<file path="src/rtl/rackctl_txctl_sm_v1_if.sv">
// Transaction-side handshake bundle for the rack control transmitter.
// The master issues requests and the slave (controller) returns completions.
interface rackctl_txctl_sm_v1_if;
    logic        txn_valid_i;
    logic        txn_ready_o;
    logic [23:0] txn_addr_i;
    logic [31:0] txn_data_i;
    logic [31:0] txn_resp_o;
    logic        txn_done_o;
    logic        txn_err_o;

    modport master (
        output txn_valid_i, txn_addr_i, txn_data_i,
        input  txn_ready_o, txn_resp_o, txn_done_o, txn_err_o
    );

    modport slave (
        input  txn_valid_i, txn_addr_i, txn_data_i,
        output txn_ready_o, txn_resp_o, txn_done_o, txn_err_o
    );
endinterface

</file>
<file path="src/rtl/rackctl_txctl_sm_v1.sv">
// Single-wire rack control transmitter: serialises a request onto the shared
// line, releases it, then waits for the responder start bit and optional read data.
module rackctl_txctl_sm_v1 #(
    parameter logic INV            = 1'b0,
    parameter int   GUARD_CYCLES   = 160,
    parameter int   TIMEOUT_CYCLES = 1024
) (
    input  logic                        rxclk_i,
    input  logic                        rst_i,
    rackctl_txctl_sm_v1_if.slave        txn,
    output logic                        rackctl_o,
    output logic                        rackctl_t_o,
    input  logic                        rackctl_i
);
    localparam int CNT_BIG = (GUARD_CYCLES > TIMEOUT_CYCLES) ? GUARD_CYCLES : TIMEOUT_CYCLES;
    localparam int CNT_MAX = (CNT_BIG > 64) ? CNT_BIG : 64;
    localparam int CW      = $clog2(CNT_MAX + 1);

    localparam logic [CW-1:0] GUARD_LAST   = CW'(GUARD_CYCLES - 1);
    localparam logic [CW-1:0] TIMEOUT_LAST = CW'(TIMEOUT_CYCLES - 1);
    localparam logic [CW-1:0] RD_LAST      = CW'(28);
    localparam logic [CW-1:0] WR_LAST      = CW'(60);
    localparam logic [CW-1:0] RESP_LAST    = CW'(31);

    typedef enum logic [2:0] {
        S_RESET, S_GUARD, S_IDLE, S_SEND, S_WAIT_START, S_RESPONSE, S_DONE
    } state_t;

    state_t        r_state, w_state_next;
    logic [CW-1:0] r_cnt, w_cnt_next;
    logic [60:0]   r_shift, w_shift_next;
    logic          r_is_read, w_is_read_next;
    logic [1:0]    r_ones, w_ones_next;
    logic          r_rack;
    logic [31:0]   r_rdata, w_rdata_next;
    logic [31:0]   r_resp, w_resp_next;
    logic          r_err, w_err_next;
    logic          r_line_o, w_line_o_next;
    logic          r_line_t, w_line_t_next;
    logic          w_start;
    logic          w_cnt_run;

    always_comb begin
        w_state_next   = r_state;
        w_shift_next   = r_shift;
        w_is_read_next = r_is_read;
        w_ones_next    = r_ones;
        w_rdata_next   = r_rdata;
        w_resp_next    = r_resp;
        w_err_next     = 1'b0;
        w_line_o_next  = 1'b1;
        w_line_t_next  = 1'b1;
        w_start        = 1'b0;

        case (r_state)
            S_RESET: w_state_next = S_GUARD;
            S_GUARD: begin
                if (r_cnt == GUARD_LAST) begin
                    w_state_next  = S_IDLE;
                    w_line_t_next = 1'b0;
                end
            end
            S_IDLE: begin
                w_line_t_next = 1'b0;
                if (txn.txn_valid_i) begin
                    // First preamble bit goes out immediately; the rest is pre-shifted.
                    w_state_next   = S_SEND;
                    w_shift_next   = {4'b0101, txn.txn_addr_i, txn.txn_data_i, 1'b0};
                    w_is_read_next = txn.txn_addr_i[23];
                end
            end
            S_SEND: begin
                if (r_cnt == (r_is_read ? RD_LAST : WR_LAST)) begin
                    w_state_next = S_WAIT_START;
                    w_ones_next  = 2'd0;
                end else begin
                    w_line_t_next = 1'b0;
                    w_line_o_next = r_shift[60];
                    w_shift_next  = {r_shift[59:0], 1'b0};
                end
            end
            S_WAIT_START: begin
                w_start     = !r_rack && (r_ones == 2'd2);
                w_ones_next = !r_rack ? 2'd0 : ((r_ones == 2'd2) ? 2'd2 : r_ones + 2'd1);
                // Start bit wins over a coincident timeout.
                if (w_start) begin
                    if (r_is_read) begin
                        w_state_next = S_RESPONSE;
                    end else begin
                        w_state_next = S_DONE;
                        w_resp_next  = 32'h0;
                    end
                end else if (r_cnt == TIMEOUT_LAST) begin
                    w_state_next = S_DONE;
                    w_resp_next  = 32'hFFFF_FFFF;
                    w_err_next   = 1'b1;
                end
            end
            S_RESPONSE: begin
                w_rdata_next = {r_rdata[30:0], r_rack};
                if (r_cnt == RESP_LAST) begin
                    w_state_next = S_DONE;
                    w_resp_next  = {r_rdata[30:0], r_rack};
                end
            end
            S_DONE:  w_state_next = S_GUARD;
            default: w_state_next = S_RESET;
        endcase

        // Only the timed states count, and every state entry restarts the count.
        w_cnt_run  = (r_state == S_GUARD) || (r_state == S_SEND) ||
                     (r_state == S_WAIT_START) || (r_state == S_RESPONSE);
        w_cnt_next = (w_cnt_run && (w_state_next == r_state)) ? r_cnt + CW'(1) : '0;
    end

    always_ff @(posedge rxclk_i) begin
        if (rst_i) begin
            r_state   <= S_RESET;
            r_cnt     <= '0;
            r_shift   <= '0;
            r_is_read <= 1'b0;
            r_ones    <= 2'd0;
            r_rack    <= 1'b0;
            r_rdata   <= '0;
            r_resp    <= '0;
            r_err     <= 1'b0;
            r_line_o  <= INV;
            r_line_t  <= 1'b1;
        end else begin
            r_state   <= w_state_next;
            r_cnt     <= w_cnt_next;
            r_shift   <= w_shift_next;
            r_is_read <= w_is_read_next;
            r_ones    <= w_ones_next;
            r_rack    <= rackctl_i ^ INV;
            r_rdata   <= w_rdata_next;
            r_resp    <= w_resp_next;
            r_err     <= w_err_next;
            r_line_o  <= w_line_o_next ^ INV;
            r_line_t  <= w_line_t_next;
        end
    end

    assign txn.txn_ready_o = (r_state == S_IDLE);
    assign txn.txn_done_o  = (r_state == S_DONE);
    assign txn.txn_err_o   = r_err;
    assign txn.txn_resp_o  = r_resp;
    assign rackctl_o       = r_line_o;
    assign rackctl_t_o     = r_line_t;
endmodule

</file>
<file path="src/flat_wrapper.sv">
// flat-port wrapper written by rule: the top's interface ports become plain ports
module rackctl_txctl_sm_v1_flat 
#(
    parameter logic INV            = 1'b0,
    parameter int   GUARD_CYCLES   = 160,
    parameter int   TIMEOUT_CYCLES = 1024
)
  (rxclk_i, rst_i, rackctl_o, rackctl_t_o, rackctl_i, txn_txn_valid_i, txn_txn_addr_i, txn_txn_data_i, txn_txn_ready_o, txn_txn_resp_o, txn_txn_done_o, txn_txn_err_o);
  rackctl_txctl_sm_v1_if txn_i ();
  input  logic rxclk_i;
  input  logic rst_i;
  output logic rackctl_o;
  output logic rackctl_t_o;
  input  logic rackctl_i;
  input wire logic [$bits(txn_i.txn_valid_i)-1:0] txn_txn_valid_i;
  input wire logic [$bits(txn_i.txn_addr_i)-1:0] txn_txn_addr_i;
  input wire logic [$bits(txn_i.txn_data_i)-1:0] txn_txn_data_i;
  output wire logic [$bits(txn_i.txn_ready_o)-1:0] txn_txn_ready_o;
  output wire logic [$bits(txn_i.txn_resp_o)-1:0] txn_txn_resp_o;
  output wire logic [$bits(txn_i.txn_done_o)-1:0] txn_txn_done_o;
  output wire logic [$bits(txn_i.txn_err_o)-1:0] txn_txn_err_o;
  assign txn_i.txn_valid_i = txn_txn_valid_i;
  assign txn_i.txn_addr_i = txn_txn_addr_i;
  assign txn_i.txn_data_i = txn_txn_data_i;
  assign txn_txn_ready_o = txn_i.txn_ready_o;
  assign txn_txn_resp_o = txn_i.txn_resp_o;
  assign txn_txn_done_o = txn_i.txn_done_o;
  assign txn_txn_err_o = txn_i.txn_err_o;
  rackctl_txctl_sm_v1 #(.INV(INV), .GUARD_CYCLES(GUARD_CYCLES), .TIMEOUT_CYCLES(TIMEOUT_CYCLES)) u_core (.rxclk_i(rxclk_i), .rst_i(rst_i), .txn(txn_i), .rackctl_o(rackctl_o), .rackctl_t_o(rackctl_t_o), .rackctl_i(rackctl_i));
endmodule
</file>
<file path="config.mk">
export PLATFORM = sky130hd
export DESIGN_NAME = rackctl_txctl_sm_v1_flat
export DESIGN_NICKNAME = d
export VERILOG_FILES = /design/src/rtl/rackctl_txctl_sm_v1_if.sv /design/src/rtl/rackctl_txctl_sm_v1.sv /design/src/flat_wrapper.sv
export SDC_FILE = /design/constraint.sdc
export NUM_CORES = 1
export LEC_CHECK = 0
export BUFFER_PORTS_ARGS = -buffer_cell sky130_fd_sc_hd__buf_2
export CORE_ASPECT_RATIO = 1.4
export CORE_MARGIN = 4
export CORE_UTILIZATION = 56
export CTS_CLUSTER_DIAMETER = 150
export CTS_CLUSTER_SIZE = 25
export DETAILED_ROUTE_END_ITERATION = 6
export GPL_TIMING_DRIVEN = 0
export PLACE_DENSITY = 0.8
export SYNTH_ARGS = -nofsm -noshare
export SYNTH_HDL_FRONTEND = slang
export SYNTH_SLANG_ARGS = --single-unit
</file>
<file path="constraint.sdc">
create_clock -name rxclk_i -period 2.5 [get_ports rxclk_i]
set_clock_uncertainty 0.05 [all_clocks]
set_input_delay 0.375 -clock rxclk_i [delete_from_list [all_inputs] [get_ports rxclk_i]]
set_output_delay 0.375 -clock rxclk_i [all_outputs]
set_load 0.02 [all_outputs]
</file>
==> results of run 1 <==
## final cells by class
class	count	area (um2)	area share (%)
flip-flops and latches	144	2883	38.95
repair buffers	99	503.0	6.795
clock inverters	13	162.7	2.197
inverters	9	33.78	0.4564
multi-input cells	525	2962	40.01
clock buffers	19	442.9	5.984
plain buffers	54	242.7	3.279
well taps	138	172.7	2.333
## per-stage QoR
step	instance area [um2]	setup slack [ns]	cells	power (W)
2_1_floorplan	6110	0.1224	732	0.002420
3_3_place_gp	6763	0.04435	966	0.002490
3_5_place_dp	6763	0.003519	966	0.002493
4_1_cts	7372	0.05491	998	0.005036
5_1_grt	7402	-0.03677	1001	0.005168
6_report	7402	0.1113	1001	0.004998
## synth_stat cells (all sizes together) (2+ instances only)
cell	instances
nor2	189
dfxtp	144
nand2	108
nor4	57
a21oi	44
clkbuf	41
o21ai	37
mux2i	32
buf	13
nand3	11
inv	8
xor2	6
nand2b	5
xnor2	5
ha	4
a31oi	3
nor2b	3
or3	3
and2	2
nand3b	2
nand4	2
or2	2
or4	2
## layer usage
| metal | routed length (um) | share of wire [%] | vias to the layer above |
|---|---|---|---|
| met3 | 733 | 5.3 | 21 |
| met5 | 12 | 0.086 | - |
| met1 | 5637 | 41 | 2532 |
| met4 | 234 | 1.7 | 2 |
| met2 | 7268 | 52 | 146 |
| li1 | - | - | 2686 |
## cell families (layout without fill, tap and decap cells)
logic type      count (synthesis)  count (layout)  share of synthesized area, %
mux                            32              32                         5.243
buf+inv                        63             194                         4.403
compound gates                 88              88                         7.495
xor+xnor                       11              11                         1.577
flops                         144             144                         47.18
fa+ha+maj                       4               4                        0.8192
simple gates                  390             390                         33.28
## power by group
part / internal [W] / switching, W / leakage, nW
registers: 0.00230 / 0.00000428 / 1.16
logic: 0.0000518 / 0.0000873 / 1.46
clock network: 0.00160 / 0.000960 / 0.289
## worst max path at each step
stage	startpoint	end	slack (ns)	cells past startpoint
floorplan	u_core.r_state[0]	u_core.r_shift[10]	0.12	7
detailed placement	u_core.r_state[0]	u_core.r_shift[36]	0.004	7
finish	u_core.r_cnt[0]	u_core.r_cnt[8]	0.11	7
global route	u_core.r_state[0]	u_core.r_shift[55]	-0.04	7
CTS	u_core.r_cnt[0]	u_core.r_cnt[8]	0.05	7
global placement	u_core.r_state[0]	u_core.r_shift[52]	0.04	7
## flip-flops by register name (all words and copies together) (netlist names)
name and count:
u_core.r_state 3, u_core.r_cnt 11, u_core.r_ones 2, u_core.r_rack 1, u_core.txn.txn_err_o 1, u_core.txn.txn_resp_o 32
u_core.rackctl_t_o 1, u_core.r_shift 60, u_core.r_rdata 31, u_core.rackctl_o 1, u_core.r_is_read 1
## what timing repair did
item,4_1_cts,5_1_grt
buffers inserted,0,3
setup endpoints to repair,12,67
pin swaps,0,2
gates resized for setup,1,11
==> metrics.csv, run 1 <==
metric,value,unit
status,completed,
crit_slowest_cell,or4_1,
port_buffers,96,
max_stage_delay,0.53,ns
hpwl,9908,um
rsz0062_at_grt,true,
cts_buffers,17,
grt_use_total,22.48,%
crit_fanout,10,
ctsHoldBuffers,0,
hold_slack,0.1510,ns
synthCells,732,
layout_commonest_cell,nor2_1,
core,10520,um2
final_util,70.40,%
via_per_inst,5.382,
worst_pin_slew,0.6705,ns
worstHoldStart,rackctl_i,
cts_tree,done,
routed_wl,13890,um
htree_num_levels,4,
peakVddDrop,0.5863,mV
root_buffer,clkbuf_16,
antenna_found_initial,1,
syn_nets,796,
synthArstFlopShare,0,%
synth.top_cell.area_share,47.18,%
synth-seq-cells,144,
start_util,58.10,%
drive_above_1_share,23.64,%
diodes,0,
clock-sinks,144,
n_fill_cell,869,
grt_pass1_wl,22940,um
min_path_type,in -> reg,
grt_max_degree,17,
use_met1,25.80,%
wl_per_cell,13.87,um
nets,914,
first_iter_violations,294,
hold_violations,0,
power_density,675.3,nW/um2
most-common-layout-cells,"nor2_1 (189), dfxtp_1 (144), nand2_1 (108), buf_2 (101), nor4_2 (51)",
fp-row-count,44,
min_period,2.389,ns
die_w,96.28,um
power.leakage,2.913,nW
cts_buffer_depth,2,
busiest_layer,met2,
tns,0,ns
syn-cell-area,6110,um2
ys_seq_area_share,47.18,%
die_y,131.6,um
ys_warn_count,0,
reg2reg_depth,7,
synth_ff_type,dfxtp_1,
synth_cell_types,38,
slew_headroom,55.30,%
drtAntennaViolNets,0,
io_pins,97,
min_path_cells,2,
critical_path.top_delay_family,simple AND/OR/NAND/NOR gates,
grt_overflow,0,
cap_violations,0,
dr.pass1.iters,5,
timing.rr.start,u_core.r_cnt[0],
endpoint_kind,flop,
setup-violations-final,0,
place_congestion,0.9048,
via_count,5387,
worstPathCellList,"ha_1, nand4_1, or3_1, or4_1, nand3_1, buf_2, nor2_1",
slew_violations,0,
crit_required,2.75,ns
syn_avg_cell_area,8.346,um2
crit_path_start_kind,flop,
drc,0,
die-area,12670,um2
fmax,0.4186,GHz
critical_path_buf_inv_count,1,
ys_top_cells_by_area,"dfxtp_1 (47%), nor2_1 (12%), nor4_2 (10%)",
reg2reg_setup_slack,0.11,ns
grt_pass1_vias,5102,
netlist.top_cell.by_area,dfxtp_1,
reg2reg_to,u_core.r_cnt[8],
critPathKind,reg -> reg,
clk_latency,0.41,ns
critical_path_arrival,2.64,ns
synth_edf_count,0,
synthToLayoutAreaGrowth,21.16,%
met2_usage,38.65,%
min_to,u_core.r_rack,
met3_usage,7.094,%
finalCritPeriodShare,95.55,%
path_clk_slew,0.06,ns
Power figures use the tool's default switching activity.
==> inputs of run 2 (changes only) <==
--- a/config.mk
+++ b/config.mk
@@ -5,7 +5,7 @@
 export SDC_FILE = /design/constraint.sdc
 export NUM_CORES = 1
 export LEC_CHECK = 0
-export BUFFER_PORTS_ARGS = -buffer_cell sky130_fd_sc_hd__buf_2
+export BUFFER_PORTS_ARGS = -buffer_cell sky130_fd_sc_hd__buf_4
 export CORE_ASPECT_RATIO = 1.4
 export CORE_MARGIN = 4
 export CORE_UTILIZATION = 56
@@ -14,6 +14,7 @@
 export DETAILED_ROUTE_END_ITERATION = 6
 export GPL_TIMING_DRIVEN = 0
 export PLACE_DENSITY = 0.8
+export SLEW_MARGIN = 20
 export SYNTH_ARGS = -nofsm -noshare
 export SYNTH_HDL_FRONTEND = slang
 export SYNTH_SLANG_ARGS = --single-unit
==> constraint.sdc (replaced) <==
create_clock -name rxclk_i -period 2.65 [get_ports rxclk_i]
set_clock_uncertainty 0.05 [all_clocks]
set_input_delay 0.3975 -clock rxclk_i [delete_from_list [all_inputs] [get_ports rxclk_i]]
set_output_delay 0.3975 -clock rxclk_i [all_outputs]
set_load 0.02 [all_outputs]
==> run 2 against run 1 <==
Net effect:
- total power decreased by 4.3%
- die area unchanged
- sequential cell count unchanged
- critical endpoint is now u_core.r_shift[31]
- largest cell class unchanged
- highest routed layer is now met4
==> metrics.csv, run 2 (synthesis results as in run 1) <==
metric,value,unit
reg2reg_to,u_core.r_shift[31],
cts_resized,1,
drc,0,
drive_above_1_share,23.02,%
pre_cts_slack,0.04233,ns
post_cts_buffers,0,
regMostFlops,u_core.r_shift,
reg2reg_depth,7,
timing.rr.start,u_core.r_state[0],
path_clk_slew,0.06,ns
peakVddDrop,0.4740,mV
crit_fanout,10,
antenna_found_initial,0,
nets,911,
finalCritPeriodShare,90.42,%
io_pins,97,
cts_buffers,17,
setup.worst_path.end,u_core.r_shift[31],
root_buffer,clkbuf_16,
port_buffers,96,
place_congestion,0.8986,
final_area,7632,um2
min_period,2.396,ns
diodes,0,
critPathLaunch,u_core.r_state[0],
met3_usage,6.064,%
die-area,12670,um2
rsz0062_at_grt,true,
via_count,5266,
clock-sinks,144,
core,10520,um2
total_power,0.004784,W
placed_cell_area,7003,um2
power.leakage,2.941,nW
slew_headroom,52.72,%
p_sw,0.0009834,W
min_path_type,in -> reg,
synthToLayoutAreaGrowth,24.92,%
htree_num_levels,4,
grt_pass1_wl,23180,um
met2_usage,39.65,%
grt_pass1_vias,5300,
wl_per_cell,13.89,um
ctsHoldBuffers,0,
regArea,2883,um2
critical_path_arrival,2.66,ns
fmax,0.4173,GHz
crit_required,2.92,ns
grt_overflow,0,
setup-violations-final,0,
busiest_layer,met2,
seqPwrFrac,45.4,%
fp-row-count,44,
clk_latency,0.41,ns
power_density,626.8,nW/um2
p_int,0.003801,W
largest_reg_flops,60,
reg2reg_setup_slack,0.25,ns
first_iter_violations,282,
use_met1,25.46,%
grt_use_total,22.63,%
grt_max_degree,17,
most-common-layout-cells,"nor2_1 (189), dfxtp_1 (144), nand2_1 (108), buf_4 (103), nor4_2 (51)",
worst_pin_slew,0.7091,ns
pwr-share-comb,3.3,%
via_per_inst,5.277,
dr.pass1.iters,5,
start_util,58.10,%
die_y,131.6,um
final_util,72.58,%
slew_violations,0,
status,completed,
drtAntennaViolNets,0,
pwr-share-clk,51.3,%
layout_setup_ws,0.2538,ns
layout_commonest_cell,nor2_1,
routed_wl,13860,um
swShare,20.56,%
cts_tree,done,
endpoint_kind,flop,
crit_path_start_kind,flop,
die_w,96.28,um
n_fill_cell,787,
cap_violations,0,
hpwl,10060,um
multi_input_area,2962,um2
cts_buffer_depth,2,
hold_violations,0,
critPathKind,reg -> reg,
==> run 2: cell count changes in the layout (fill, tap and decap cells not counted) <==
| cell | previous run | this run |
|---|---|---|
| clkinvlp_4 | 3 | 4 |
| clkbuf_2 | 6 | 2 |
| buf_2 | 101 | 5 |
| inv_6 | 1 | 2 |
| clkinv_4 | 3 | 1 |
| clkinv_2 | 3 | 2 |
| buf_4 | 10 | 103 |
| clkbuf_8 | 1 | 3 |
| buf_1 | 0 | 1 |
| clkbuf_1 | 37 | 39 |
==> run 2: worst min-delay path by stage <==
| stage | from | end | slack, ns | depth (start not counted) |
|---|---|---|---|---|
| after floorplan | u_core.r_shift[57] | u_core.r_shift[58] | 0.38 | 2 |
| after global placement | u_core.r_shift[59] | u_core.r_shift[60] | 0.38 | 2 |
| after detailed placement | u_core.r_shift[59] | u_core.r_shift[60] | 0.40 | 2 |
| after CTS | rackctl_i | u_core.r_rack | 0.16 | 2 |
| after global routing | rackctl_i | u_core.r_rack | 0.15 | 2 |
| final | rackctl_i | u_core.r_rack | 0.17 | 2 |
==> run 2: critical path, stage by stage, from the launching register on <==
cell      delay [ns]
dfxtp_1         0.34
clkbuf_1        0.22
nor3b_1         0.46
nand2_1         0.31
o21ai_2         0.26
buf_1           0.39
nor2_1          0.10
nor4_2          0.16
==> run 2: final cells by class <==
cell class | instances | share of cell area, %
timing repair buffer | 96 | 9.443
buffer | 54 | 3.115
inverter | 9 | 0.4426
tap | 138 | 2.262
clock buffer | 20 | 6.115
sequential | 144 | 37.77
clock inverter | 12 | 2.049
multi-input combinational | 525 | 38.80
==> run 2: stage by stage <==
| stage | setup TNS [ns] | cells | hold slack, ns |
|---|---|---|---|
| 2_1_floorplan | 0 | 732 | 0.3787 |
| 3_3_place_gp | 0 | 966 | 0.3847 |
| 3_5_place_dp | 0 | 966 | 0.3959 |
| 4_1_cts | 0 | 998 | 0.1613 |
| 5_1_grt | -0.006575 | 998 | 0.1534 |
| 6_report | 0 | 998 | 0.1700 |
==> run 2: per-layer routing <==
| metal | wire (um) | vias up |
|---|---|---|
| met2 | 7311 | 109 |
| met5 | 0 | - |
| met1 | 5690 | 2470 |
| met4 | 255 | 0 |
| li1 | - | 2665 |
| met3 | 604 | 22 |
==> run 2: power by group through the flow <==
stage | logic (W) | clock network [W] | registers (W)
after floorplan | 0.0000625 | 0 | 0.00222
after global placement | 0.000153 | 0 | 0.00222
after detailed placement | 0.000156 | 0 | 0.00222
after CTS | 0.000157 | 0.00250 | 0.00217
after global routing | 0.000170 | 0.00261 | 0.00217
final | 0.000156 | 0.00246 | 0.00217
==> inputs of run 3 (changes only) <==
--- a/config.mk
+++ b/config.mk
@@ -5,15 +5,15 @@
 export SDC_FILE = /design/constraint.sdc
 export NUM_CORES = 1
 export LEC_CHECK = 0
-export BUFFER_PORTS_ARGS = -buffer_cell sky130_fd_sc_hd__buf_4
+export BUFFER_PORTS_ARGS = -buffer_cell sky130_fd_sc_hd__clkbuf_2
 export CORE_ASPECT_RATIO = 1.4
 export CORE_MARGIN = 4
-export CORE_UTILIZATION = 56
+export CORE_UTILIZATION = 61
 export CTS_CLUSTER_DIAMETER = 150
 export CTS_CLUSTER_SIZE = 25
 export DETAILED_ROUTE_END_ITERATION = 6
 export GPL_TIMING_DRIVEN = 0
-export PLACE_DENSITY = 0.8
+export PLACE_DENSITY = 0.86
 export SLEW_MARGIN = 20
 export SYNTH_ARGS = -nofsm -noshare
 export SYNTH_HDL_FRONTEND = slang
==> constraint.sdc (replaced) <==
create_clock -name rxclk_i -period 2.8 [get_ports rxclk_i]
set_clock_uncertainty 0.05 [all_clocks]
set_input_delay 0.42 -clock rxclk_i [delete_from_list [all_inputs] [get_ports rxclk_i]]
set_output_delay 0.42 -clock rxclk_i [all_outputs]
set_load 0.02 [all_outputs]
==> run 3 against run 2 <==
Net effect:
- sequential share of layout area is 1.2 points higher
- routed wire length increased by 3.2%
- total power is 4.3% lower
- highest routed layer unchanged
- non-clock buffer count is the same
- largest power group unchanged
- combinational power is 19% lower
- critical path depth is the same
- cell count fell by 0.30%
==> metrics.csv, run 3 (synthesis results as in run 1) <==
metric,value,unit
path_clk_slew,0.06,ns
ctsHoldBuffers,0,
critPathKind,reg -> reg,
place_congestion,0.9316,
drtAntennaViolNets,0,
root_buffer,clkbuf_16,
n_fill_cell,724,
die-area,11700,um2
pwr-share-clk,52.3,%
critical_path.top_delay_family,simple AND/OR/NAND/NOR gates,
reg2reg_to,u_core.r_shift[49],
drive_above_1_share,22.67,%
grt_max_degree,17,
critical_path_arrival,2.79,ns
critical_path_buf_inv_count,2,
worstHoldStart,rackctl_i,
grt_pass1_wl,24380,um
swShare,20.25,%
cts_buffer_depth,2,
power_density,619.4,nW/um2
layout_commonest_cell,nor2_1,
worst_pin_slew,0.6699,ns
most-common-layout-cells,"nor2_1 (189), dfxtp_1 (144), nand2_1 (108), clkbuf_2 (96), nor4_2 (51)",
layout_setup_ws,0.2778,ns
status,completed,
hold_violations,0,
hpwl,10050,um
slew_violations,0,
seqPwrFrac,44.9,%
core,9846,um2
min_path_cells,2,
tns,0,ns
die_w,92.58,um
start_util,62.05,%
crit_path_start_kind,flop,
synthToLayoutAreaGrowth,21.01,%
cts_tree,done,
rsz0062_at_grt,false,
multi_input_area,2962,um2
crit_fanout,10,
pwr-share-comb,2.8,%
clk_latency,0.42,ns
grt_pass1_vias,5492,
pre_cts_slack,0.2345,ns
p_sw,0.0009275,W
crit_required,3.06,ns
setup-violations-final,0,
routed_wl,14310,um
htree_num_levels,4,
nets,911,
min_period,2.522,ns
wl_per_cell,14.38,um
fp-row-count,43,
reg2reg_setup_slack,0.28,ns
io_pins,97,
endpoint_kind,flop,
min_path_type,in -> reg,
clock-sinks,144,
die_y,126.4,um
timing.rr.start,u_core.r_state[0],
crit_slowest_cell,nor3b_1,
antenna_found_initial,0,
max_stage_delay,0.45,ns
regArea,2883,um2
dr.pass1.iters,5,
peakVddDrop,0.4498,mV
port_buffers,96,
largest_reg_flops,60,
cap_violations,0,
slew_headroom,55.34,%
grt_use_total,25.61,%
via_per_inst,5.465,
cts_buffers,17,
cpMostUsedCell,clkbuf_1,
post_cts_buffers,0,
diodes,0,
p_int,0.003652,W
first_iter_violations,255,
reg2reg_depth,7,
power.leakage,2.881,nW
regMostFlops,u_core.r_shift,
worstPathCellList,"clkbuf_1, nor3b_1, nand2_1, o21ai_2, clkbuf_1, nor2_1, nor4_2",
via_count,5438,
fmax,0.3965,GHz
grt_overflow,0,
drc,0,
min_to,u_core.r_rack,
finalCritPeriodShare,90.08,%
==> run 3: cell types whose count changed in the layout (fill, tap and decap cells not counted), sizes merged <==
cell      before  now
clkbuf        61  158
clkinv         4    6
inv           10    8
buf          109   13
clkinvlp       4    2
bufinv         3    4
==> run 3: power by group through the flow <==
stage	Clock, W	Sequential (W)	Combinational [W]
CTS	0.00242	0.00206	0.000126
global route	0.00252	0.00206	0.000139
global placement	0	0.00210	0.000121
detailed placement	0	0.00210	0.000124
finish	0.00240	0.00206	0.000126
floorplan	0	0.00210	0.0000591
==> run 3: cell type report <==
type	instances	area share, %
multi-input combinational	525	40.06
sequential	144	38.99
timing repair buffer	96	6.499
clock buffer	21	6.363
buffer	54	3.182
tap	135	2.285
clock inverter	11	2.166
inverter	9	0.4569
==> run 3: stage by stage <==
step	instances	hold WS [ns]	util [%]	total power (W)	instance area (um2)
after floorplan	732	0.3787	-	0.002160	6110
after global placement	963	0.3837	68.65	0.002223	6759
after detailed placement	963	0.4004	68.65	0.002226	6759
after CTS	995	0.1636	75.05	0.004606	7390
after global routing	995	0.1853	75.09	0.004712	7393
final	995	0.1788	75.09	0.004580	7393
==> run 3: how the worst max path moves through the flow <==
stage          depth (start not counted)              start                 end
6_report                               7  u_core.r_state[0]  u_core.r_shift[49]
5_1_grt                                7  u_core.r_state[0]  u_core.r_shift[49]
4_1_cts                                7  u_core.r_state[0]  u_core.r_shift[49]
3_5_place_dp                           7  u_core.r_state[0]  u_core.r_shift[50]
3_3_place_gp                           7  u_core.r_state[0]  u_core.r_shift[52]
2_1_floorplan                          7  u_core.r_state[0]  u_core.r_shift[10]
==> run 3: repair_timing <==
item	in CTS	in global routing
setup endpoints to repair	0	38
hold endpoints to repair	0	0
resized for setup	0	1
==> run 3: layer usage <==
metal / wire (um) / GRT usage [%] / part of all wire, % / up-vias
li1: - / - / - / 2673
met2: 7535 / 45.68 / 53 / 163
met1: 5699 / 28.70 / 40 / 2569
met3: 722 / 6.524 / 5.0 / 33
met4: 347 / 10.67 / 2.4 / 0
met5: 0 / 0 / 0 / -
